`config.mk`:
```
export PLATFORM = sky130hd
export DESIGN_NAME = bt_syncword_correlator
export DESIGN_NICKNAME = d
export VERILOG_FILES = /design/src/rtl/bt_syncword_correlator.sv
export SDC_FILE = /design/constraint.sdc
export NUM_CORES = 1
export LEC_CHECK = 0
export ABC_AREA = 1
export BUFFER_PORTS_ARGS = -buffer_cell sky130_fd_sc_hd__buf_4
export CAP_MARGIN = 20
export CORE_MARGIN = 5
export CORE_UTILIZATION = 63
export CTS_CLUSTER_DIAMETER = 120
export DETAILED_ROUTE_END_ITERATION = 6
export PLACE_DENSITY = 0.87
export SETUP_SLACK_MARGIN = 0.5
export SKIP_LAST_GASP = 1
export SYNTH_ARGS = -nofsm -noshare
export SYNTH_HDL_FRONTEND = slang
export SYNTH_SLANG_ARGS = --single-unit
export TNS_END_PERCENT = 50
```
`constraint.sdc`:
```
create_clock -name clk_6M -period 9.9 [get_ports clk_6M]
set_input_delay 0.99 -clock clk_6M [delete_from_list [all_inputs] [get_ports clk_6M]]
set_output_delay 0.99 -clock clk_6M [all_outputs]
set_load 0.01 [all_outputs]
```
`src/rtl/bt_syncword_correlator.sv`:
```
// Receive access-code correlator: slides a 64-bit window over the received
// bit stream and fires a one-shot sync pulse once agreement with the
// programmed sync word reaches the threshold inside an armed search window.
module bt_syncword_correlator #(
  parameter int SW_W   = 64,
  parameter int CORR_W = 7,
  parameter int WIN_W  = 16
) (
  input  logic              clk_6M,
  input  logic              rstz,
  input  logic              bit_en,
  input  logic              rxbit,
  input  logic [SW_W-1:0]   regi_syncword,
  input  logic [5:0]        regi_correthreshold,
  input  logic              search_start_p,
  input  logic              search_cancel_p,
  input  logic [WIN_W-1:0]  regi_search_window,
  output logic              sync_detect_p,
  output logic [CORR_W-1:0] corr_value,
  output logic [CORR_W-1:0] corr_peak,
  output logic              searching,
  output logic              timeout_p
);

  localparam int unsigned FILL_W = $clog2(SW_W);
  localparam logic [FILL_W-1:0] FILL_LAST = FILL_W'(SW_W - 1);

  typedef enum logic [1:0] {IDLE, FILL, SEARCH, LOCKED} state_t;

  state_t             state, state_nx;
  logic [SW_W-1:0]    sreg;
  logic               shift_d;
  logic               ev1, ev2;
  logic [FILL_W-1:0]  fill_cnt, fill_nx;
  logic [WIN_W-1:0]   win_cnt, win_nx, win_inc;
  logic [CORR_W-1:0]  agree;
  logic [CORR_W-1:0]  thr_ext;
  logic               hit, ctl, decide, expire;
  logic               det_nx, to_nx;

  assign thr_ext = CORR_W'(regi_correthreshold);
  assign hit     = (corr_value >= thr_ext);
  assign ctl     = search_start_p | search_cancel_p;
  assign win_inc = (win_cnt == '1) ? win_cnt : win_cnt + 1'b1;
  assign expire  = (regi_search_window != '0) && (win_inc >= regi_search_window);
  // An evaluation is acted on at the end of fill (64th bit) or in SEARCH,
  // unless a start/cancel in the same cycle overrides it.
  assign decide  = ev2 && !ctl &&
                   (((state == FILL) && (fill_cnt == FILL_LAST)) || (state == SEARCH));

  // Agreement count between the window and the sync word
  always_comb begin
    agree = '0;
    for (int unsigned i = 0; i < SW_W; i++)
      agree = agree + CORR_W'(~(sreg[i] ^ regi_syncword[i]));
  end

  // Bit shift register and the shift -> correlate -> evaluate pipeline.
  // A start clears the evaluation tags so bits shifted before arming are
  // never counted as fill bits.
  always_ff @(posedge clk_6M) begin
    if (!rstz) begin
      sreg       <= '0;
      shift_d    <= 1'b0;
      ev1        <= 1'b0;
      ev2        <= 1'b0;
      corr_value <= '0;
    end else begin
      if (bit_en) sreg <= {rxbit, sreg[SW_W-1:1]};
      shift_d <= bit_en;
      ev1     <= bit_en & ~search_start_p;
      ev2     <= ev1 & ~search_start_p;
      if (shift_d) corr_value <= agree;
    end
  end

  // State, counters, peak capture and registered pulses
  always_ff @(posedge clk_6M) begin
    if (!rstz) begin
      state         <= IDLE;
      fill_cnt      <= '0;
      win_cnt       <= '0;
      corr_peak     <= '0;
      sync_detect_p <= 1'b0;
      timeout_p     <= 1'b0;
    end else begin
      state         <= state_nx;
      fill_cnt      <= fill_nx;
      win_cnt       <= win_nx;
      sync_detect_p <= det_nx;
      timeout_p     <= to_nx;
      if (det_nx) corr_peak <= corr_value;
    end
  end

  // Next-state and counter update
  always_comb begin
    state_nx = state;
    fill_nx  = fill_cnt;
    win_nx   = win_cnt;
    if (search_cancel_p) begin
      state_nx = IDLE;
    end else if (search_start_p) begin
      state_nx = FILL;
      fill_nx  = '0;
      win_nx   = '0;
    end else begin
      case (state)
        FILL: begin
          if (ev2) begin
            if (fill_cnt == FILL_LAST) state_nx = hit ? LOCKED : SEARCH;
            else                       fill_nx  = fill_cnt + 1'b1;
          end
        end
        SEARCH: begin
          if (ev2) begin
            if (hit) begin
              state_nx = LOCKED;
            end else begin
              win_nx = win_inc;
              if (expire) state_nx = IDLE;
            end
          end
        end
        default: ;
      endcase
    end
  end

  // Status and pulse decode; detection wins over timeout on the same bit
  always_comb begin
    searching = (state == FILL) || (state == SEARCH);
    det_nx    = decide && hit;
    to_nx     = decide && !hit && (state == SEARCH) && expire;
  end

endmodule

```
======== Word-level counts from Yosys, hierarchy flattened ========
Cells that the tools add are included.
W data, S select, Z words.
storage, ports and cells
  register bits ........................... 107
  input port bits ......................... 92
  output and inout port bits .............. 17
  word-level logic and storage cells ...... 268
operators by class
  add/sub/neg operators ................... 65
  magnitude comparators ................... 2
  equal/unequal tests ..................... 14
  mux-type cells .......................... 17
  bitwise operators ....................... 134
  reductions and logical operators ........ 24
operators by type and width
  operator                 count
  $not A1 Y7               64
  $add A7 B7 Y7            63
  $mux W16                 5
  $xor A1 B1 Y1            64
  $mux W6                  4
  $add A16 B1 Y16 const B  1
  $eq A16 B16 Y1 const B   1
  $ge A16 B16 Y1           1
  $reduce_bool A16 Y1      1
  $mux W2                  5
  $reduce_and A5 Y1        2
  $ne A3 B3 Y1 const B     3
  $logic_and A1 B1 Y1      8
  $ne A2 B2 Y1 const B     4
  $reduce_and A4 Y1        2
  $reduce_bool A2 Y1       4
  $ge A7 B6 Y1             1
  $add A6 B1 Y6 const B    1
  $eq A6 B6 Y1 const B     1
  $ne A4 B4 Y1 const B     1
  $pmux W2 S2              1
  $ne A3 B2 Y1 const B     1
  $not A1 Y1               3
  $reduce_bool A3 Y1       1
  other kinds (10)         14

======== Logic depth before layout (Yosys ltp) ========
Gate-level depths: netlist (run 1).
  depth after elaboration ................. 65
  mapped depth ............................ 24
  depth with buffers taken out ............ 24

======== Worst setup path after synthesis (run 1) ========
No wires, ideal clock.
  path kind ............................... input-to-reg
  from .................................... input regi_syncword[0]
  to ...................................... register corr_value[6]
  data arrival time ....................... 6.388 ns
  data required time ...................... 9.805 ns
  path slack .............................. 3.416 ns
  stages on the path ...................... 19
  cell sequence ........................... xnor2_1 -> fa_1 -> inv_1 -> fa_1 -> fa_1 -> fa_1 -> fa_1 -> fa_1 -> fa_1 -> fa_1 -> inv_1 -> ha_1 -> inv_1 -> fa_1 -> nor2_1 -> a211oi_1 -> nor2_1 -> o21bai_1 -> a221oi_1
on the way
  longest elaborated chain between the ends .. 65
ends and longest elaborated chain
  what                         RTL line  RTL
  start, declared              13        input logic [SW_W-1:0] regi_syncword,
  $xor A1 B1 Y1                55        agree = agree + CORR_W'(~(sreg[i] ^ regi_syncword[i]));
  $not A1 Y7                   55
  $add A7 B7 Y7 (63 in a row)  55
  end signal, assigned         73        if (shift_d) corr_value <= agree;
  end, declared                19        output logic [CORR_W-1:0] corr_value,
No other way between the ends.
A chain may end at the register's enable or synchronous reset.

======== Final worst setup path (run 1) ========
  from .................................... input regi_syncword[11]
  to ...................................... register corr_value[6]
on the way
  longest elaborated chain between the ends .. 55
ends and longest elaborated chain
  what                         RTL line
  $xor A1 B1 Y1                55
  $not A1 Y7                   55
  $add A7 B7 Y7 (53 in a row)  55
No other way between the ends.

==> results.cfg, run 1 <==
[clocking]
cts_buffers = 9
cts_max_path_buffers = 2
cts.sinks = 107
cts_tree = yes
insertion_delay_ns = 0.35
cts_resized = 0
cts_setup_buffers = 0
clkTransAtPathRegs_ns = 0.07
cts_hold_buf = 0
cts_root_buf = clkbuf_16
h-tree-depth = 3

[drt]
vias_per_cell = 5.14
routed_wl_mm = 15.9
firstDrtPassIters = 5
vias = 5804
post-route-drc-count = 0
routedWlPerCell_um = 14.0
drt_iter0_drc = 369
ant_nets = 0

[sta]
tightestPinTransition_ns = 0.673
clock_skew_ns = 0.0110
rsz0062_at_grt = false
finalCriticalPeriod_ns = 6.52
hold_viol = 0
setup_violations = 0
max_freq_mhz = 153
finalCritPeriodShare = 0.659
setup-tns-final_ns = 0
final_max_slew_viol_count = 0
timing.slew.headroom = 0.551

[worst_hold_path]
hold_start = ev1
hold_path.class = reg -> reg

[worst_setup_path]
critical_path.most_common_cell = fa_1
path_max_fanout = 2
path_cells = buf_4 -> xor2_1 -> fa_1 -> inv_1 -> fa_1 -> inv_1 -> fa_1 -> fa_1 -> fa_1 -> fa_1 -> fa_1 -> fa_1 -> inv_1 -> ha_1 -> inv_1 -> fa_1 -> nor2_1 -> a211oi_1 -> nor2_1 -> o21bai_1 -> a221oi_1
cp_num_buf_inv = 5
crit_type = in -> reg
cp_top_family = adder cells
r2r-start = sreg[11]
cp.arrival_ns = 6.72
max_stage_delay_ns = 0.55
required_ns = 10.10
slowest_stage = fa_1
cp-startpoint = regi_syncword[11]
cp-end-kind = register
startpoint_type = input pin

[yosys]
yosysUniqueCellTypes = 41
post_synth.cell_area_avg_um2 = 8.10
ys_seq_elements = 107
seq_area_frac_synth = 0.297
netlist_instances = 890
yosys_warnings = 0
synthesis.nets = 1077
synthesis.area_mm2 = 0.00721

[die]
start_util = 0.637
rows = 39
fp.dieH_um = 117
die_x_um = 117
coreArea_mm2 = 0.0113
die-area_mm2 = 0.0137
ios = 109

[global_routing]
grt_pass1_vias = 5726
antenna_found_initial = 0
grt_pass1_wl_mm = 26.8
gr-total-overflow = 0
grt_max_degree = 79
grt_use_total = 0.247

[layout]
final_cell_mix = nor2_1, inv_1, buf_4
final_nets = 1168
layout_commonest_cell = nor2_1
n_fill_cell = 878
antennaDiodeCount = 0
drive_gt1_frac = 0.173
area_delta_synth_final_pct = 16.4

[run_status]
outcome = completed

[run]
drv_cap = 0

[place]
io_buffers = 108
gp_congestion = 0.900
dpl.hpwl_mm = 12.0
[cell type report]
cell class | count | area (µm²) | share of cell area
Clock buffer | 10 | 239 | 0.0285
Multi-Input combinational cell | 621 | 4430 | 0.528
Timing Repair Buffer | 109 | 831 | 0.0990
Clock inverter | 6 | 72.6 | 0.00865
Inverter | 133 | 499 | 0.0595
Tap cell | 143 | 179 | 0.0213
Sequential cell | 107 | 2140 | 0.255
[flip-flops by register name (all words and copies together), names as in the netlist]
signal,flops
corr_value,7
ev1,1
state,2
sync_detect_p,1
timeout_p,1
shift_d,1
sreg,64
corr_peak,7
ev2,1
fill_cnt,6
win_cnt,16
[final timing paths]
path	to	slack, ns	cells past startpoint
setup / recovery	corr_value[6]	3.38	21
hold / removal	ev2	0.41	2
setup reg to reg	corr_value[6]	3.77	20
hold reg to reg	ev2	0.41	2
[synth_stat cells, drive strengths merged]
master	number	share of area
o21ai	86	0.061
nand2	99	0.061
nor3b	1	0.0010
inv	133	0.069
fa	54	0.15
buf	9	0.0092
xor2	51	0.062
dfxtp	107	0.30
a211oi	6	0.0062
xnor2	30	0.036
nand4	11	0.010
nand3b	1	0.0010
nand3	10	0.0076
o221ai	1	0.0012
and3	1	0.00087
or2	1	0.0012
nor4	5	0.0052
a22oi	2	0.0021
o211ai	1	0.0017
a21oi	41	0.034
clkbuf	20	0.010
nor2	173	0.093
ha	41	0.071
a221oi	1	0.0012
nor3	4	0.0043
o21bai	1	0.0010
[metrics by stage]
step	util	worst slack (ns)	hold WS (ns)	area, µm²	instances
6_report	0.741	3.38	0.409	8390	1129
5_1_grt	0.741	3.02	0.443	8390	1129
4_1_cts	0.740	3.39	0.413	8370	1128
3_5_place_dp	0.712	3.06	0.404	8060	1112
3_3_place_gp	0.712	3.17	0.406	8060	1112
2_1_floorplan	-	3.42	0.394	7210	890
[kinds of logic (layout without fill, tap and decap cells)]
group           count (synthesis)  after routing  share of synthesized area
buf+inv                       162            258                     0.0888
simple gates                  306            306                      0.186
compound gates                139            139                      0.108
fa+ha+maj                      95             95                      0.221
flops                         107            107                      0.297
xor+xnor                       81             81                     0.0984
[routing by layer]
| metal | vias up | track usage | wire length, µm |
|---|---|---|---|
| li1 | 2958 | - | - |
| met1 | 2690 | 0.328 | 6890 |
| met2 | 133 | 0.412 | 7830 |
| met3 | 23 | 0.0535 | 811 |
| met4 | 0 | 0.0657 | 327 |
| met5 | - | 0 | 0 |
[tightest hold or removal path: stages (launching register included)]
cell and delay [ns]:
dfxtp_1 0.30, inv_1 0.04, nor2_1 0.03
Power of run 1 is not shown: default switching activity piles up to over one toggle a cycle in this logic, so the estimate is an artifact.
==> run 2: changes to the inputs <==
Settings changed: CORE_UTILIZATION 63 to 58, PLACE_DENSITY 0.87 to 0.81.
Clock period 9.9 ns to 6.3 ns, I/O delays scaled along.
==> results.cfg, run 2 (synthesis results as in run 1) <==
[sta]
setup_ws_ns = 0.344
tightestPinTransition_ns = 1.13
max_freq_mhz = 168
final_max_slew_viol_count = 0
finalCritPeriodShare = 0.945
setup_violations = 0
clock_skew_ns = 0.0113
finalCriticalPeriod_ns = 5.96
rsz0062_at_grt = true
timing.slew.headroom = 0.247
hold_viol = 0

[drt]
firstDrtPassIters = 5
post-route-drc-count = 0
routedWlPerCell_um = 13.9
drt_iter0_drc = 430
vias_per_cell = 5.04
routed_wl_mm = 16.1
vias = 5828
ant_nets = 0

[worst_setup_path]
r2r_slack_ns = 0.36
startpoint_type = input pin
cp-end-kind = register
path_max_fanout = 2
required_ns = 6.54
crit_type = in -> reg
cp.arrival_ns = 6.20

[place]
preCtsSetupSlack_ns = -0.110
dpl.hpwl_mm = 12.3
io_buffers = 108
place_inst = 1140
postPlaceCellArea_mm2 = 0.00814
gp_congestion = 0.854

[clocking]
clkTransAtPathRegs_ns = 0.07
cts_tree = yes
cts_root_buf = clkbuf_16
cts_buffers = 9
cts.sinks = 107
cts_max_path_buffers = 2
h-tree-depth = 3
insertion_delay_ns = 0.35
cts_setup_buffers = 0

[layout]
drive_gt1_frac = 0.193
area_delta_synth_final_pct = 17.9
final_cell_mix = nor2_1, inv_1, buf_4
regMostFlops = sreg
antennaDiodeCount = 0
largest_reg_flops = 64
n_fill_cell = 1018
multi_input_area_mm2 = 0.00450
stdcell_count = 1156
post-route-util = 0.702
final_nets = 1170
fin_area_mm2 = 0.00850
seqCellArea_mm2 = 0.00215
largest_registers = sreg (64), win_cnt (16)
layout_commonest_cell = nor2_1

[worst_hold_path]
hold_path.class = reg -> reg

[run]
drv_cap = 0

[global_routing]
gr-total-overflow = 0
grt_max_degree = 79
grt_pass1_vias = 5760
grt_use_total = 0.224
grt_pass1_wl_mm = 26.8
antenna_found_initial = 0

[die]
rows = 40
die-area_mm2 = 0.0148
start_util = 0.596
die_x_um = 122
ios = 109
coreArea_mm2 = 0.0121
fp.dieH_um = 122

[run_status]
outcome = completed
==> run 2: cell types whose count changed in the layout (fill, tap and decap cells not counted), sizes merged <==
| cell | before | now |
|---|---|---|
| buf | 109 | 111 |
| bufinv | 1 | 0 |
| clkbuf | 10 | 11 |
| clkinvlp | 1 | 0 |
| inv | 134 | 135 |
==> run 2: what timing repair did <==
item	4_1_cts	5_1_grt
hold buffers	0	0
resized for setup	5	8
endpoints found under the setup margin	5	6
pin swaps	15	4
==> run 2: path summary, 6_finish.rpt <==
kind	from	to	cells after the start
worst max register to register	sreg[45]	corr_value[5]	21
worst min register to register	ev1	ev2	2
worst max-delay path	regi_syncword[45]	corr_value[5]	22
worst min-delay path	ev1	ev2	2
==> run 2: per-stage QoR <==
| step | TNS, ns | hold slack (ns) |
|---|---|---|
| floorplan | 0 | 0.394 |
| global placement | 0 | 0.394 |
| detailed placement | -0.279 | 0.401 |
| CTS | 0 | 0.420 |
| global route | 0 | 0.451 |
| finish | 0 | 0.412 |
==> run 2: layer usage <==
layer / wire length (µm) / vias to the layer above / GRT usage
met2: 8160 / 145 / 0.395
met5: 0 / - / 0
met4: 214 / 0 / 0.0518
li1: - / 2963 / -
met1: 7010 / 2697 / 0.290
met3: 715 / 23 / 0.0345
==> run 2: area by class of cell <==
class,count,share of cell area
Tap cell,168,0.0247
Inverter,133,0.0587
Clock inverter,5,0.00662
Clock buffer,11,0.0297
Sequential cell,107,0.253
Timing Repair Buffer,111,0.0980
Multi-Input combinational cell,621,0.530
==> run 2: worst max-delay path: stages <==
cell     delay, ns
buf_4         0.13
xor2_4        0.15
fa_1          0.52
fa_1          0.53
fa_1          0.54
inv_2         0.05
fa_1          0.43
fa_1          0.58
fa_1          0.45
fa_1          0.54
inv_1         0.05
fa_2          0.57
inv_1         0.05
ha_1          0.29
nand3_1       0.08
nand2_1       0.07
a21oi_1       0.12
nor2_1        0.06
nor2_1        0.11
xor2_1        0.08
o21ai_1       0.12
inv_1         0.04
Power of run 2 is left out for the same reason.
==> run 3: changes to the inputs <==
Settings changed: CORE_MARGIN 5 to 2.
==> results.cfg, run 3 (synthesis results as in run 1) <==
[sta]
finalCritPeriodShare = 0.949
setup-tns-final_ns = 0
tightestPinTransition_ns = 0.690
clock_skew_ns = 0.0113
finalCriticalPeriod_ns = 5.98
rsz0062_at_grt = true
final_max_slew_viol_count = 0
max_freq_mhz = 167
whs_ns = 0.409
hold_viol = 0
timing.slew.headroom = 0.540
setup_violations = 0

[die]
start_util = 0.598
die-area_mm2 = 0.0133
ios = 109
coreArea_mm2 = 0.0121
rows = 40
die_x_um = 116
fp.dieH_um = 116

[clocking]
insertion_delay_ns = 0.36
cts_buffers = 9
cts.sinks = 107
clkTransAtPathRegs_ns = 0.07
cts_hold_buf = 0
cts_root_buf = clkbuf_16
h-tree-depth = 3
cts_max_path_buffers = 2
cts_tree = yes

[layout]
stdcell_count = 1158
largest_registers = sreg (64), win_cnt (16)
area_delta_synth_final_pct = 17.9
regMostFlops = sreg
final_nets = 1172
drive_gt1_frac = 0.201
post-route-util = 0.705
final_cell_mix = nor2_1, inv_1, buf_4
largest_reg_flops = 64
layout_commonest_cell = nor2_1
antennaDiodeCount = 0

[place]
gp_congestion = 0.861
place_inst = 1141
dpl.hpwl_mm = 11.8
io_buffers = 108

[drt]
vias_per_cell = 5.04
vias = 5831
routedWlPerCell_um = 13.3
ant_nets = 0
drt_iter0_drc = 262
firstDrtPassIters = 5
routed_wl_mm = 15.4
post-route-drc-count = 0

[global_routing]
grt_max_degree = 79
grt_use_total = 0.244
antenna_found_initial = 0
grt_pass1_wl_mm = 25.6
grt_pass1_vias = 5513
gr-total-overflow = 0

[worst_setup_path]
max_stage_delay_ns = 0.58
path_max_fanout = 2
r2r_slack_ns = 0.37
slowest_stage = fa_1
critical_path.most_common_cell = fa_1
cp.arrival_ns = 6.24
path_cells = buf_4 -> xor2_2 -> fa_1 -> fa_1 -> fa_1 -> inv_2 -> fa_1 -> inv_2 -> fa_1 -> fa_1 -> fa_1 -> fa_1 -> inv_1 -> ha_2 -> inv_2 -> fa_2 -> nor2_2 -> a211oi_2 -> nor2_1 -> o21bai_1 -> a221oi_1
cp-end-kind = register
crit_type = in -> reg
startpoint_type = input pin
required_ns = 6.56

[worst_hold_path]
hold_path.class = reg -> reg

[run]
drv_cap = 0

[run_status]
outcome = completed
## run 3: cell count changes in the layout (fill, tap and decap cells not counted), sizes merged
| cell | delta |
|---|---|
| buf | +2 |
| clkbuf | -1 |
| clkinv | +1 |
| clkinvlp | +1 |
| inv | -1 |
## run 3: repair_timing
| item | 4_1_cts | 5_1_grt |
|---|---|---|
| resized for setup | 4 | 17 |
| setup endpoints to repair | 5 | 6 |
| pin swaps | 2 | 16 |
| buffers inserted | 0 | 1 |
## run 3: final cells by class
type / count / area [µm²]
well taps: 168 / 210
inverters: 133 / 499
clock buffers: 10 / 239
repair buffers: 113 / 852
fillers: 956 / 3560
flip-flops and latches: 107 / 2150
clock inverters: 6 / 47.5
multi-input cells: 621 / 4500
## run 3: metrics by stage
step | instance area [µm²] | setup slack (ns)
finish | 8500 | 0.323
global route | 8500 | 0.147
floorplan | 7230 | 0.317
detailed placement | 8140 | -0.0682
global placement | 8140 | -0.000933
CTS | 8450 | 0.361
## run 3: worst paths after layout
kind,start,endpoint,cells past startpoint
min,ev1,ev2,2
max reg2reg,sreg[57],corr_value[6],20
min reg2reg,ev1,ev2,2
max,regi_syncword[37],corr_value[6],21
## run 3: critical path: cells and delay by family
| kind | cells | cell delay [ns] |
|---|---|---|
| fa+ha+maj | 10 | 4.57 |
| compound gates | 3 | 0.35 |
| buf+inv | 5 | 0.32 |
| simple gates | 2 | 0.21 |
| xor+xnor | 1 | 0.17 |
## run 3: routing by layer
metal | global-route usage | part of all wire
met5 | 0 | 0
met4 | 0.0651 | 0.016
met3 | 0.0544 | 0.049
met2 | 0.401 | 0.48
met1 | 0.327 | 0.45
Power of run 3 is left out for the same reason.
